**config.mk**
```make
export PLATFORM = sky130hd
export DESIGN_NAME = sum_block_avg
export DESIGN_NICKNAME = d
export VERILOG_FILES = /design/src/rtl/sum_block_avg.sv
export SDC_FILE = /design/constraint.sdc
export NUM_CORES = 1
export LEC_CHECK = 0
export ABC_AREA = 1
export BUFFER_PORTS_ARGS = -buffer_cell sky130_fd_sc_hd__buf_4
export CAP_MARGIN = 40
export CORE_UTILIZATION = 37
export CTS_BUF_LIST = sky130_fd_sc_hd__clkbuf_2 sky130_fd_sc_hd__clkbuf_4 sky130_fd_sc_hd__clkbuf_8
export DETAILED_ROUTE_END_ITERATION = 10
export SYNTH_ARGS = -nofsm -noshare
export SYNTH_HDL_FRONTEND = slang
export SYNTH_SLANG_ARGS = --single-unit
```
**constraint.sdc**
```tcl
create_clock -name clk -period 3.45 [get_ports clk]
set_input_delay 0 -clock clk [delete_from_list [all_inputs] [get_ports clk]]
set_output_delay 0 -clock clk [all_outputs]
set_load 0.03 [all_outputs]
```
**src/rtl/sum_block_avg.sv**
```systemverilog
// Block statistics for the adder's sum stream: gathers 2**LOG2_N accepted samples,
// then presents truncated mean, min, max and a running block count until taken.
module sum_block_avg #(
    parameter int IN_W   = 6,
    parameter int LOG2_N = 3,
    parameter int CNT_W  = 8
) (
    input  logic              clk,
    input  logic              rst,
    input  logic              in_valid,
    output logic              in_ready,
    input  logic [IN_W-1:0]   in_data,
    output logic              out_valid,
    input  logic              out_ready,
    output logic [IN_W-1:0]   out_avg,
    output logic [IN_W-1:0]   out_min,
    output logic [IN_W-1:0]   out_max,
    output logic [CNT_W-1:0]  out_blocks
);

    localparam int ACC_W = IN_W + LOG2_N;

    // Handshakes: a transfer happens on a rising edge where valid && ready;
    // in_ready depends only on state, never on in_valid or out_ready.
    typedef enum logic {
        ACCUM = 1'b0,
        HOLD  = 1'b1
    } state_t;

    state_t state;
    state_t state_next;

    logic [ACC_W-1:0]  acc;
    logic [ACC_W-1:0]  acc_sum;
    logic [LOG2_N-1:0] count;
    logic [IN_W-1:0]   run_min;
    logic [IN_W-1:0]   run_max;
    logic [IN_W-1:0]   min_next;
    logic [IN_W-1:0]   max_next;
    logic              accept;
    logic              last;
    logic              take;

    assign accept   = in_valid && in_ready;
    assign take     = out_valid && out_ready;
    assign last     = (count == {LOG2_N{1'b1}});
    assign acc_sum  = acc + ACC_W'(in_data);
    assign min_next = (in_data < run_min) ? in_data : run_min;
    assign max_next = (in_data > run_max) ? in_data : run_max;

    always_ff @(posedge clk) begin
        if (rst) begin
            state <= ACCUM;
        end else begin
            state <= state_next;
        end
    end

    always_comb begin
        state_next = state;
        in_ready   = 1'b0;
        out_valid  = 1'b0;
        case (state)
            ACCUM: begin
                in_ready = 1'b1;
                if (in_valid && last) begin
                    state_next = HOLD;
                end
            end
            HOLD: begin
                out_valid = 1'b1;
                if (out_ready) begin
                    state_next = ACCUM;
                end
            end
            default: state_next = ACCUM;
        endcase
    end

    // Results are latched from the combinational next values so the final
    // sample of the block is included without an extra cycle.
    always_ff @(posedge clk) begin
        if (rst) begin
            acc        <= '0;
            count      <= '0;
            run_min    <= '1;
            run_max    <= '0;
            out_avg    <= '0;
            out_min    <= '0;
            out_max    <= '0;
            out_blocks <= '0;
        end else if (accept) begin
            acc     <= acc_sum;
            count   <= count + LOG2_N'(1);
            run_min <= min_next;
            run_max <= max_next;
            if (last) begin
                out_avg    <= acc_sum[ACC_W-1:LOG2_N];
                out_min    <= min_next;
                out_max    <= max_next;
                out_blocks <= out_blocks + CNT_W'(1);
            end
        end else if (take) begin
            acc     <= '0;
            count   <= '0;
            run_min <= '1;
            run_max <= '0;
        end
    end

endmodule
```
* Word-level counts from Yosys, hierarchy flattened
Index checks and enable logic that the tools add are counted.
** Word-level totals
- Output and inout port bits :: 28
- Flip-flop bits (word level) :: 51
- Bits of input ports :: 10
- Logic and storage cells :: 36
** Operators by class
- Add/sub/neg operators :: 3
- Equality and inequality tests :: 1
- Reduce and logical (&&, ||, !) cells :: 5
- Bitwise gates (word level) :: 1
- Mux-type cells :: 15
- Order comparisons :: 2
** Operators by type and width (count)
- 2-to-1 mux 6 bit :: 6
- 2-to-1 mux 9 bit :: 2
- adder 9 x 6 -> 9 bit :: 1
- adder 8 x 1 -> 8 bit, second input constant :: 1
- greater-than comparator 6 bit :: 1
- < comparator 6 bit :: 1
- 2-to-1 mux 3 bit :: 2
- 2-to-1 mux 1 bit :: 4
- adder 3 x 1 -> 3 bit, second input constant :: 1
- == test 3 bit, second input constant :: 1
- logical AND 1 bit :: 3
- one-hot mux 1 bit (2 select lines) :: 1
- AND reduction 2 bit :: 1
- nonzero test 2 bit :: 1
- NOT 1 bit :: 1

* Depth between registers and ports, before layout
Gate-level depths: netlist of run 1.
- Word-level depth :: 4
- Gate-level depth with buffers :: 13
- Gate-level depth less buffers :: 13

* Worst setup path after synthesis of run 1
Ideal clock, no wire load.
- Path type :: register -> register
- Start :: reg run_min[3]
- End :: reg run_min[0]
- Arrival :: 1.503 ns
- Library setup time :: 0.112 ns
- Slack :: 1.835 ns
- Clock period less this slack :: 1.615 ns
- Buffers on the path :: 0
- Required time :: 3.338 ns
- Stages on the path, launching flop included :: 11
- Path through :: dfxtp_1 inv_1 ha_1 a21oi_1 nor2_1 nor2_1 nand2_1 nand2_1 nand3_1 nand2_1 nand2_1
** On the way
- Cells in the longest elaborated chain, start to end :: 3
** RTL lines
- start, declared :: RTL line 36 : logic [IN_W-1:0] run_min;
- start signal, assigned :: RTL line 95 : run_min <= min_next;
- < comparator 6 bit :: RTL line 48 : assign min_next = (in_data < run_min) ? in_data : run_min;
- 2-to-1 mux 6 bit :: RTL line 48
- 2-to-1 mux 6 bit :: RTL line 92 : end else if (accept) begin
No other way between the ends.
A chain may end at the register's enable or synchronous reset.

* Worst setup path after layout of run 1
- Start :: reg count[0]
- End :: reg out_blocks[6]
** On the way
- Cells in the longest elaborated chain, start to end :: 2
** RTL lines
- start, declared :: RTL line 35 : logic [LOG2_N-1:0] count;
- start signal, assigned :: RTL line 94 : count <= count + LOG2_N'(1);
- == test 3 bit :: RTL line 46 : assign last = (count == {LOG2_N{1'b1}});
- AND reduction 2 bit (no source line)
- end signal, assigned :: RTL line 101 : out_blocks <= out_blocks + CNT_W'(1);
- end, declared :: RTL line 18 : output logic [CNT_W-1:0] out_blocks
No other way between the ends.

==> results.md, run 1 <==
* CP max FO at 26
* Diode count at 0
* Via count at around 2600
* Headroom to the max-slew limit at 0.608
* Initial antenna violation count at 0
* Setup total negative slack at 0 ns
* Status: completed
* Die width at between 80 and 90 um
* WL final at 6250 um
* Delay of the slowest cell on the worst path at roughly 0.36 ns
* GR Overflow Total at 0
* Internal Power at about 830 uW
* Synth Net Count at 459
* Layout fillers at 759
* Share of layout cells above drive strength 1 at 0.120
* DR WL/cell at 11.2 um
* Nets at 491
* Initial Utilization at 0.388
* RSZ-0062 raised after global routing: false
* Register bit total from synthesis at 51
* Power share of the sequential group at 0.518
* Fin util at 0.445
* Post-synthesis sequential area ratio at 0.359
* Post-Syn Area at 2840 um2
* Detailed Routing Iterations Pass 1 at 4
* FF-to-FF path depth at 10
* CTS Hold Bufs at 0
* Worst path cell trace: ha_1 > ha_1 > nand2_1 > nor2_2 > buf_4 > nand4_1 > nor2_1 > nand3_1 > nand2_1 > a21oi_1
* Ys Warns at 0
* Worst-path clk slew at 0.10 ns
* Pin count of the biggest net entering global routing at 37
* Worst min path class: primary input to register
* WP data required at approximately 3.7 ns
* Number of buffers and inverters on the critical path at 1
* Post-DRT Antenna Nets at 0
* R2r setup slk at around 1.4 ns
* Final Setup Violations at 0
* Row count at 31
* Sw Pwr at 372 uW
* HPWL Detailed at 4520 um
* Fmax achieved at 0.493 GHz
* Post-Syn Instances at between 400 and 500
* Sw Share at 0.309
* Number of port buffers at 37
* Pre-CTS setup slack at 1.41 ns
* Pwr Density at 369 nW/um2
* Iter 0 DRT Violations at 137
* Tmin final at 2.03 ns
* CTS tree: yes
* Final Hold Fails at 0
* Synth cell types at 27
* Final GP Congestion at 0.855
* GRT Total Usage at 0.173
* Logic gate share of total power at 0.196
* Tcrit/Tclk final at 0.588
* Crit start category: register
* TritonCTS sink count at between 50 and 60
* Number of CTS-inserted buffers at 5
* Core area at 7330 um2
* Global-route wire length before repair at about 11000 um
* Vias in the first global route at 2354
* Setup crit end kind: register
* CTS resizes at 0
* DRC at 0
* Pleak at 1.73 nW
* Cell count along the critical path at 10
* Skew-Pair Late Insertion Delay at 0.31 ns
* Crit path max-delay family: simple AND/OR/NAND/NOR gates
* Vias/cell at about 4.6
* Worst setup path class: register to register
* Die Area at 8040 um2
* Area Overhead vs Synth at 14.8%
* Htree depth at 2
* Clk network pwr share at 0.285
* Most frequent cells in the layout: nand2_1, inv_1, dfxtp_1
* Worst-Margin Slew at 0.587 ns
* Io pins at 38
* Most common cell after layout, fill and taps aside: nand2_1
* Postcts setup bufs at 0
* Root buffer cell: clkbuf_8
* MaxCap Viol Count at 0
* Worst VDD drop at 0.130 mV
* Die H at 89.7 um
* Hold depth at 4
* Final Max Tran Viols at 0
* Clk buf depth at 2
* Fin Clk Skew at about 0.0093 ns
* WP data arrival at 2.24 ns
* Setup ws final at 1.42 ns
* Slowest CP cell: dfxtp_1
* Syn_area_per_cell at 6.64 um2
==> cell type report <==
class                           instances  area, um2  area share
Tap cell                               99        124      0.0379
Multi-Input combinational cell        294       1480       0.455
Clock buffer                            5       68.8      0.0211
Timing Repair Buffer                   38        285      0.0874
Sequential cell                        51       1020       0.313
Clock inverter                          2       13.8     0.00422
Inverter                               70        268      0.0820
==> sequential cells by signal (all words and copies together), names as in the netlist <==
register	count
acc	9
count	3
out_avg	6
out_blocks	8
out_max	6
out_min	6
run_max	6
run_min	6
state	1
==> tightest hold or removal path, delay by kind of cell <==
| kind | cells | cell delay (ns) |
|---|---|---|
| simple gates | 3 | 0.18 |
| buf+inv | 1 | 0.10 |
==> power groups by stage <==
stage	registers (mW)	clock network, mW	logic (mW)
finish	0.625	0.344	0.237
global route	0.628	0.381	0.278
CTS	0.625	0.355	0.237
detailed placement	0.638	0	0.237
global placement	0.638	0	0.233
floorplan	0.636	0	0.180
==> path summary, 6_finish.rpt <==
path / to / start
max: out_blocks[6]$_SDFFE_PP0P_ / count[0]$_SDFFE_PP0P_
min: state$_SDFF_PP0_ / out_ready
max reg2reg: out_blocks[6]$_SDFFE_PP0P_ / count[0]$_SDFFE_PP0P_
min reg2reg: run_max[4]$_SDFFE_PP0P_ / run_max[4]$_SDFFE_PP0P_
==> layer usage <==
| layer | global-route usage | share of wire |
|---|---|---|
| met3 | 0.0311 | 0.026 |
| met5 | 0 | 0 |
| met2 | 0.295 | 0.46 |
| met4 | 0.0491 | 0.011 |
| met1 | 0.223 | 0.50 |
==> logic make-up after synthesis <==
group / count (synthesis) / synth area share
flip-flops: 51 / 0.359
AO/OA/AOI/OAI: 53 / 0.106
AND/OR/NAND/NOR: 218 / 0.314
adder cells (fa/ha/maj): 21 / 0.0950
XOR/XNOR: 2 / 0.00616
buffers and inverters: 83 / 0.120
==> synthesized netlist by cell type (all sizes together) <==
cell type	number	area, um2
a21boi	2	15.0
a21o	2	15.0
a21oi	30	161
buf	8	55.1
clkbuf	5	18.8
dfxtp	51	1020
fa	1	20.0
ha	20	250
inv	70	268
nand2	121	462
nand3	43	215
nand3b	1	7.51
nand4	2	12.5
nor2	50	190
nor3	1	5.00
o21ai	18	97.6
o22ai	1	12.5
xor2	2	17.5
==> through the flow <==
stage	hold WS [ns]	total power [mW]	instances	cell area [um2]
2_1_floorplan	0.197	0.815	428	2840
3_3_place_gp	0.329	0.870	552	3180
3_5_place_dp	0.348	0.875	552	3180
4_1_cts	0.0162	1.22	559	3260
5_1_grt	0.0349	1.29	559	3260
6_report	0.0166	1.21	559	3260
Power figures use the tool's default switching activity.
==> inputs of run 2 (changes only) <==
==> constraint.sdc (replaced) <==
create_clock -name clk -period 2.1 [get_ports clk]
set_input_delay 0 -clock clk [delete_from_list [all_inputs] [get_ports clk]]
set_output_delay 0 -clock clk [all_outputs]
set_load 0.03 [all_outputs]
==> run 2 against run 1 <==
Effect of this change: first-iteration DRC count down 15%; clock power rose by 66%; global-route usage barely moved; non-clock buffer count is 6 higher; largest cell class unchanged; cell count rose by 1.1%; die area unchanged; highest routed layer unchanged.
==> results.md, run 2 (synthesis results as in run 1) <==
* Vias in the first global route at about 2400
* R2R Path End: run_max[4]$_SDFFE_PP0P_
* Delay of the slowest cell on the worst path at 0.33 ns
* Post-DRT Antenna Nets at 0
* Via count at approximately 2600
* Crit start category: register
* Hold depth at 2
* FF-to-FF path depth at 10
* Root buffer cell: clkbuf_8
* DR WL/cell at around 11 um
* CTS Hold Bufs at 1
* Fin Clk Skew at 0.0105 ns
* Tcrit/Tclk final at 0.870
* Final GP Congestion at around 0.84
* Die H at 89.7 um
* TritonCTS sink count at 51
* Area of the multi-input gates at 1480 um2
* WHS at ~0.085 ns
* Core area at ~7300 um2
* DRC at 0
* Clk buf depth at 2
* Area Overhead vs Synth at 16.5%
* Htree depth at 2
* Postcts setup bufs at 0
* R2r startpoint: run_max[5]$_SDFFE_PP0P_
* Slowest CP cell: dfxtp_1
* Vias/cell at 4.56
* WP data arrival at 2.07 ns
* Worst setup path start: run_max[5]$_SDFFE_PP0P_
* Worst min path class: primary input to register
* Nets at 497
* Setup crit end kind: register
* Biggest regs: acc (9), out_blocks (8)
* CP max FO at 7
* Most frequent cells in the layout: nand2_1, inv_1, dfxtp_1
* Worst-path clk slew at 0.09 ns
* Initial antenna violation count at 0
* CTS tree: yes
* Pwr Density at between 500 and 600 nW/um2
* Number of port buffers at 37
* Final Hold Fails at 0
* Share of layout cells above drive strength 1 at 0.129
* Die Area at between 8000 and 9000 um2
* Worst VDD drop at 0.252 mV
* Fmax achieved at 0.547 GHz
* Pleak at 1.76 nW
* Worst setup path class: register to register
* R2r setup slk at 0.27 ns
* MaxCap Viol Count at 0
* Cell mode on critical path: nand2_1
* Status: completed
* Io pins at 38
* Seq. cell area at 1020 um2
* Initial Utilization at 0.388
* Detailed Routing Iterations Pass 1 at 4
* Worst path cell trace: inv_1 > ha_1 > nand2_1 > nor2_1 > nand2_1 > nand3_1 > nand2_1 > nand2_1 > nand3_1 > a21oi_1
* HPWL Detailed at 4520 um
* Top reg by flops: acc
* Setup total negative slack at 0 ns
* Most common cell after layout, fill and taps aside: nand2_1
* GR Overflow Total at 0
* Die width at 89.7 um
* Final Setup Violations at 0
* GRT Total Usage at 0.173
* WL final at 6290 um
* Iter 0 DRT Violations at 117
* Skew-Pair Late Insertion Delay at 0.31 ns
* Row count at 31
* Worst-Margin Slew at just under 0.5 ns
* Max reg flops at 9
* Pin count of the biggest net entering global routing at 37
* Diode count at 0
* Global-route wire length before repair at 10600 um
* Final Max Tran Viols at 0
* Layout fillers at 768
* Number of CTS-inserted buffers at 5
* Headroom to the max-slew limit at 0.679
* WP data required at ~2.3 ns
* CTS resizes at 0
* Tmin final at 1.83 ns
* RSZ-0062 raised after global routing: false
* Setup crit end: run_max[4]$_SDFFE_PP0P_
* Fin util at 0.452
-- run 2: critical path: cells and delay by family (launching register included) --
kind                       cells  cell delay [ns]
buffers and inverters          1             0.05
DFF                            1             0.33
adders and majority gates      1             0.28
and+or+nand+nor                7             0.94
AOI/OAI and AO/OA              1             0.14
-- run 2: where the power goes --
part           leakage (nW)  switching [mW]  internal (mW)
combinational          1.30           0.250          0.140
clock                0.0440           0.342          0.229
sequential            0.415          0.0212           1.00
-- run 2: layout make-up --
cell class / instances / share of cell area
well taps: 99 / 0.0374
flip-flops and latches: 51 / 0.308
inverters: 70 / 0.0808
repair buffers: 44 / 0.100
multi-input cells: 294 / 0.448
clock inverters: 2 / 0.00416
clock buffers: 5 / 0.0208
-- run 2: worst min path at each step --
| stage | from | endpoint | slack [ns] |
|---|---|---|---|
| after floorplan | out_ready | state$_SDFF_PP0_ | 0.20 |
| after global placement | out_ready | state$_SDFF_PP0_ | 0.33 |
| after detailed placement | out_ready | state$_SDFF_PP0_ | 0.34 |
| after CTS | rst | state$_SDFF_PP0_ | 0.09 |
| after global routing | rst | state$_SDFF_PP0_ | 0.11 |
| final | rst | state$_SDFF_PP0_ | 0.09 |
-- run 2: stage by stage --
stage               worst slack (ns)  cells  power (mW)  instance area [um2]
floorplan                      0.485    428        1.34                 2840
global placement               0.349    557        1.43                 3220
detailed placement             0.295    557        1.44                 3220
CTS                            0.278    565        2.02                 3310
global route                  0.0623    565        2.12                 3310
finish                         0.273    565        1.99                 3310
-- run 2: layer usage --
layer	routed length [um]	GRT usage	vias to the layer above
li1	-	-	1410
met1	3090	0.221	1122
met2	2910	0.289	37
met3	195	0.0347	9
met4	96	0.0592	0
met5	0	0	-
==> inputs of run 3 (changes only) <==
--- a/config.mk
+++ b/config.mk
@@ -5,7 +5,6 @@
 export SDC_FILE = /design/constraint.sdc
 export NUM_CORES = 1
 export LEC_CHECK = 0
-export ABC_AREA = 1
 export BUFFER_PORTS_ARGS = -buffer_cell sky130_fd_sc_hd__buf_4
 export CAP_MARGIN = 40
 export CORE_UTILIZATION = 37
==> run 3 against run 2 <==
Effect of this change: power is 6.8% higher; sequential cell count unchanged; combinational power up 2%; sequential share of layout area is 1.4 points lower; register-to-register slack got worse by 0.22 ns; final area rose by 5.1%; first-iteration DRC count increased by 0.85%; via count fell by 2.9%.
==> results.md, run 3 <==
* Post-synthesis sequential area ratio at 0.359
* Vias in the first global route at between 2000 and 2500
* Number of flops mapped to enable cells by yosys at 0
* Number of port buffers at 37
* Number of buffers and inverters on the critical path at 1
* Initial antenna violation count at 0
* Post-Syn Instances at 336
* CP max FO at 8
* Final Max Tran Viols at 0
* Final Hold Fails at 0
* Htree depth at 2
* Worst VDD drop at 0.278 mV
* Biggest regs: acc (9), out_blocks (8)
* DRC at 0
* Core area at 7330 um2
* Worst setup path class: register to register
* TritonCTS sink count at 51
* WP data required at 2.30 ns
* Die width at 89.7 um
* Max reg flops at 9
* DP Cell Count at 470
* Vias/cell at 5.22
* Worst-path clk slew at roughly 0.10 ns
* Most common cell after layout, fill and taps aside: nor2_1
* Tcrit/Tclk final at 0.977
* Synth Net Count at 367
* RSZ-0062 raised after global routing: true
* CTS tree: yes
* Die H at 89.7 um
* Tmin final at 2.05 ns
* Global-route wire length before repair at 10800 um
* Crit path max-delay family: compound AO/OA/AOI/OAI gates
* Worst min path class: primary input to register
* Fmax achieved at 0.488 GHz
* Pin count of the biggest net entering global routing at 68
* Syn_area_per_cell at 8.47 um2
* Nets at 411
* Leading cell types by count after synthesis: nor2_1, dfxtp_1, nor3_1, ha_1, inv_1
* Worst setup path start: acc[0]$_SDFFE_PP0P_
* Area Overhead vs Synth at 22.3%
* Share of synthesized flip-flops with an asynchronous set or reset at 0
* Post-synthesis adder-cell area fraction at 0.0950
* GRT Total Usage at 0.177
* Post-DRT Antenna Nets at 0
* Die Area at 8040 um2
* Primary FF master, synth: dfxtp_1
* Area leader, netlist: dfxtp_1
* Fin Clk Skew at 0.00189 ns
* DR WL/cell at 13.7 um
* Pwr Density at 610 nW/um2
* Delay of the slowest cell on the worst path at 0.53 ns
* Mux contribution to synthesized area at 0.0655
* Diode count at 0
* Crit start category: register
* Setup total negative slack at 0 ns
* Iter 0 DRT Violations at roughly 120
* Slowest CP cell: a2111oi_4
* Top cell type's share of synthesized area at 0.359
* Share of layout cells above drive strength 1 at 0.215
* WHS at 0.0271 ns
* Hold depth at 3
* Detailed Routing Iterations Pass 1 at 4
* Grt met1 use at 0.231
* Via count at 2504
* Pre-CTS setup slack at -0.0452 ns
* Synth Area in Compound Gates at 0.179
* Status: completed
* Simple-Gate Fraction of Synth Area at 0.223
* Busiest layer in global routing: met2
* WL final at between 6000 and 7000 um
* Cell count along the critical path at 8
* Setup crit end kind: register
* Count leader, synth: nor2_1
* Row count at 31
* Final GP Congestion at around 0.82
* Worst-Margin Slew at approximately 0.66 ns
* Xor/xnor share of the synthesized area at 0.0308
* MaxCap Viol Count at 0
* Register bit total from synthesis at between 50 and 60
* Area contributors post-synth: dfxtp_1, ha_1, nor2_1
* Clk buf depth at 2
* Setup ws final at between 0.04 and 0.05 ns
* GR Overflow Total at 0
* Io pins at 38
* Number of CTS-inserted buffers at 5
* Pleak at 1.47 nW
* R2r startpoint: acc[0]$_SDFFE_PP0P_
* Post-Syn Area at roughly 2800 um2
* Worst path cell trace: ha_4 > inv_2 > fa_2 > nor2b_4 > o2111a_1 > a2111oi_4 > nor4_2 > a211o_2
* FF-to-FF path depth at 8
* Met3 Usage GRT at 0.0329
* M2 GR Usage at 0.301
* Headroom to the max-slew limit at 0.562
* Root buffer cell: clkbuf_8
* Synth cell types at 47
* Cell Count, Final, Fillers Out at 480
* Most frequent cells in the layout: nor2_1, buf_4, dfxtp_1
* HPWL Detailed at 4500 um
* Layout fillers at 725
* Hold_sp: in_data[4]
* Final Setup Violations at 0
* Top reg by flops: acc
* Initial Utilization at 0.388
* Skew-Pair Late Insertion Delay at 0.30 ns
* WP data arrival at roughly 2.3 ns
* Ys Warns at 0
* Largest family of logic cells by synthesized area: simple AND/OR/NAND/NOR gates
==> run 3: cell types whose count changed after synthesis, moves of 9 or more <==
| cell | change |
|---|---|
| nand2_1 | -107 |
| mux2i_1 | +13 |
| inv_1 | -51 |
| a21oi_1 | -16 |
| a211oi_1 | +9 |
| nor2_1 | +12 |
| nand3_1 | -38 |
| nand2b_1 | +9 |
| nor3_1 | +25 |
==> run 3: cell families after synthesis <==
family | count (synthesis)
buf+inv | 34
xor+xnor | 10
simple gates | 134
fa+ha+maj | 21
compound gates | 68
flops | 51
mux | 18
==> run 3: cell type report <==
class / instances / area, um2 / area share
tap: 99 / 124 / 0.0356
clock buffer: 5 / 68.8 / 0.0198
clock inverter: 3 / 46.3 / 0.0133
inverter: 16 / 60.1 / 0.0173
timing repair buffer: 55 / 440 / 0.127
multi-input combinational: 251 / 1720 / 0.494
sequential: 51 / 1020 / 0.294
==> run 3: metal layers <==
| metal | wire, um | part of all wire |
|---|---|---|
| met1 | 3150 | 0.48 |
| met2 | 3230 | 0.49 |
| met3 | 157 | 0.024 |
| met4 | 61 | 0.0092 |
| met5 | 0 | 0 |
==> run 3: tightest hold or removal path, cell delays in order <==
cell and delay (ns):
buf_4 0.15, nand2b_1 0.07, o32ai_1 0.06
==> run 3: final timing paths <==
check | to | slack [ns]
worst min-delay path | run_max[4]$_SDFFE_PP0P_ | 0.03
worst min register to register | out_avg[0]$_SDFFE_PP0P_ | 0.46
worst max-delay path | out_avg[3]$_SDFFE_PP0P_ | 0.05
worst max register to register | out_avg[3]$_SDFFE_PP0P_ | 0.05
==> run 3: through the flow <==
step | power, mW | util | instance area, um2
6_report | 2.12 | 0.475 | 3480
5_1_grt | 2.25 | 0.475 | 3480
4_1_cts | 2.15 | 0.470 | 3440
3_5_place_dp | 1.44 | 0.452 | 3320
3_3_place_gp | 1.43 | 0.452 | 3320
2_1_floorplan | 1.32 | - | 2850
==> run 3: repair_timing <==
action                     CTS  global route
gates resized for setup      1             9
setup endpoints to repair    3            11
hold buffers                 1             0
hold endpoints to repair     1             0
pin swaps                    1             9
setup buffers                0             1
==> run 3: where the power goes <==
group	internal [mW]	leakage, nW	total, mW	switching [mW]
sequential	1.00	0.415	1.03	0.0262
combinational	0.173	1.00	0.399	0.226
clock	0.359	0.0548	0.695	0.336
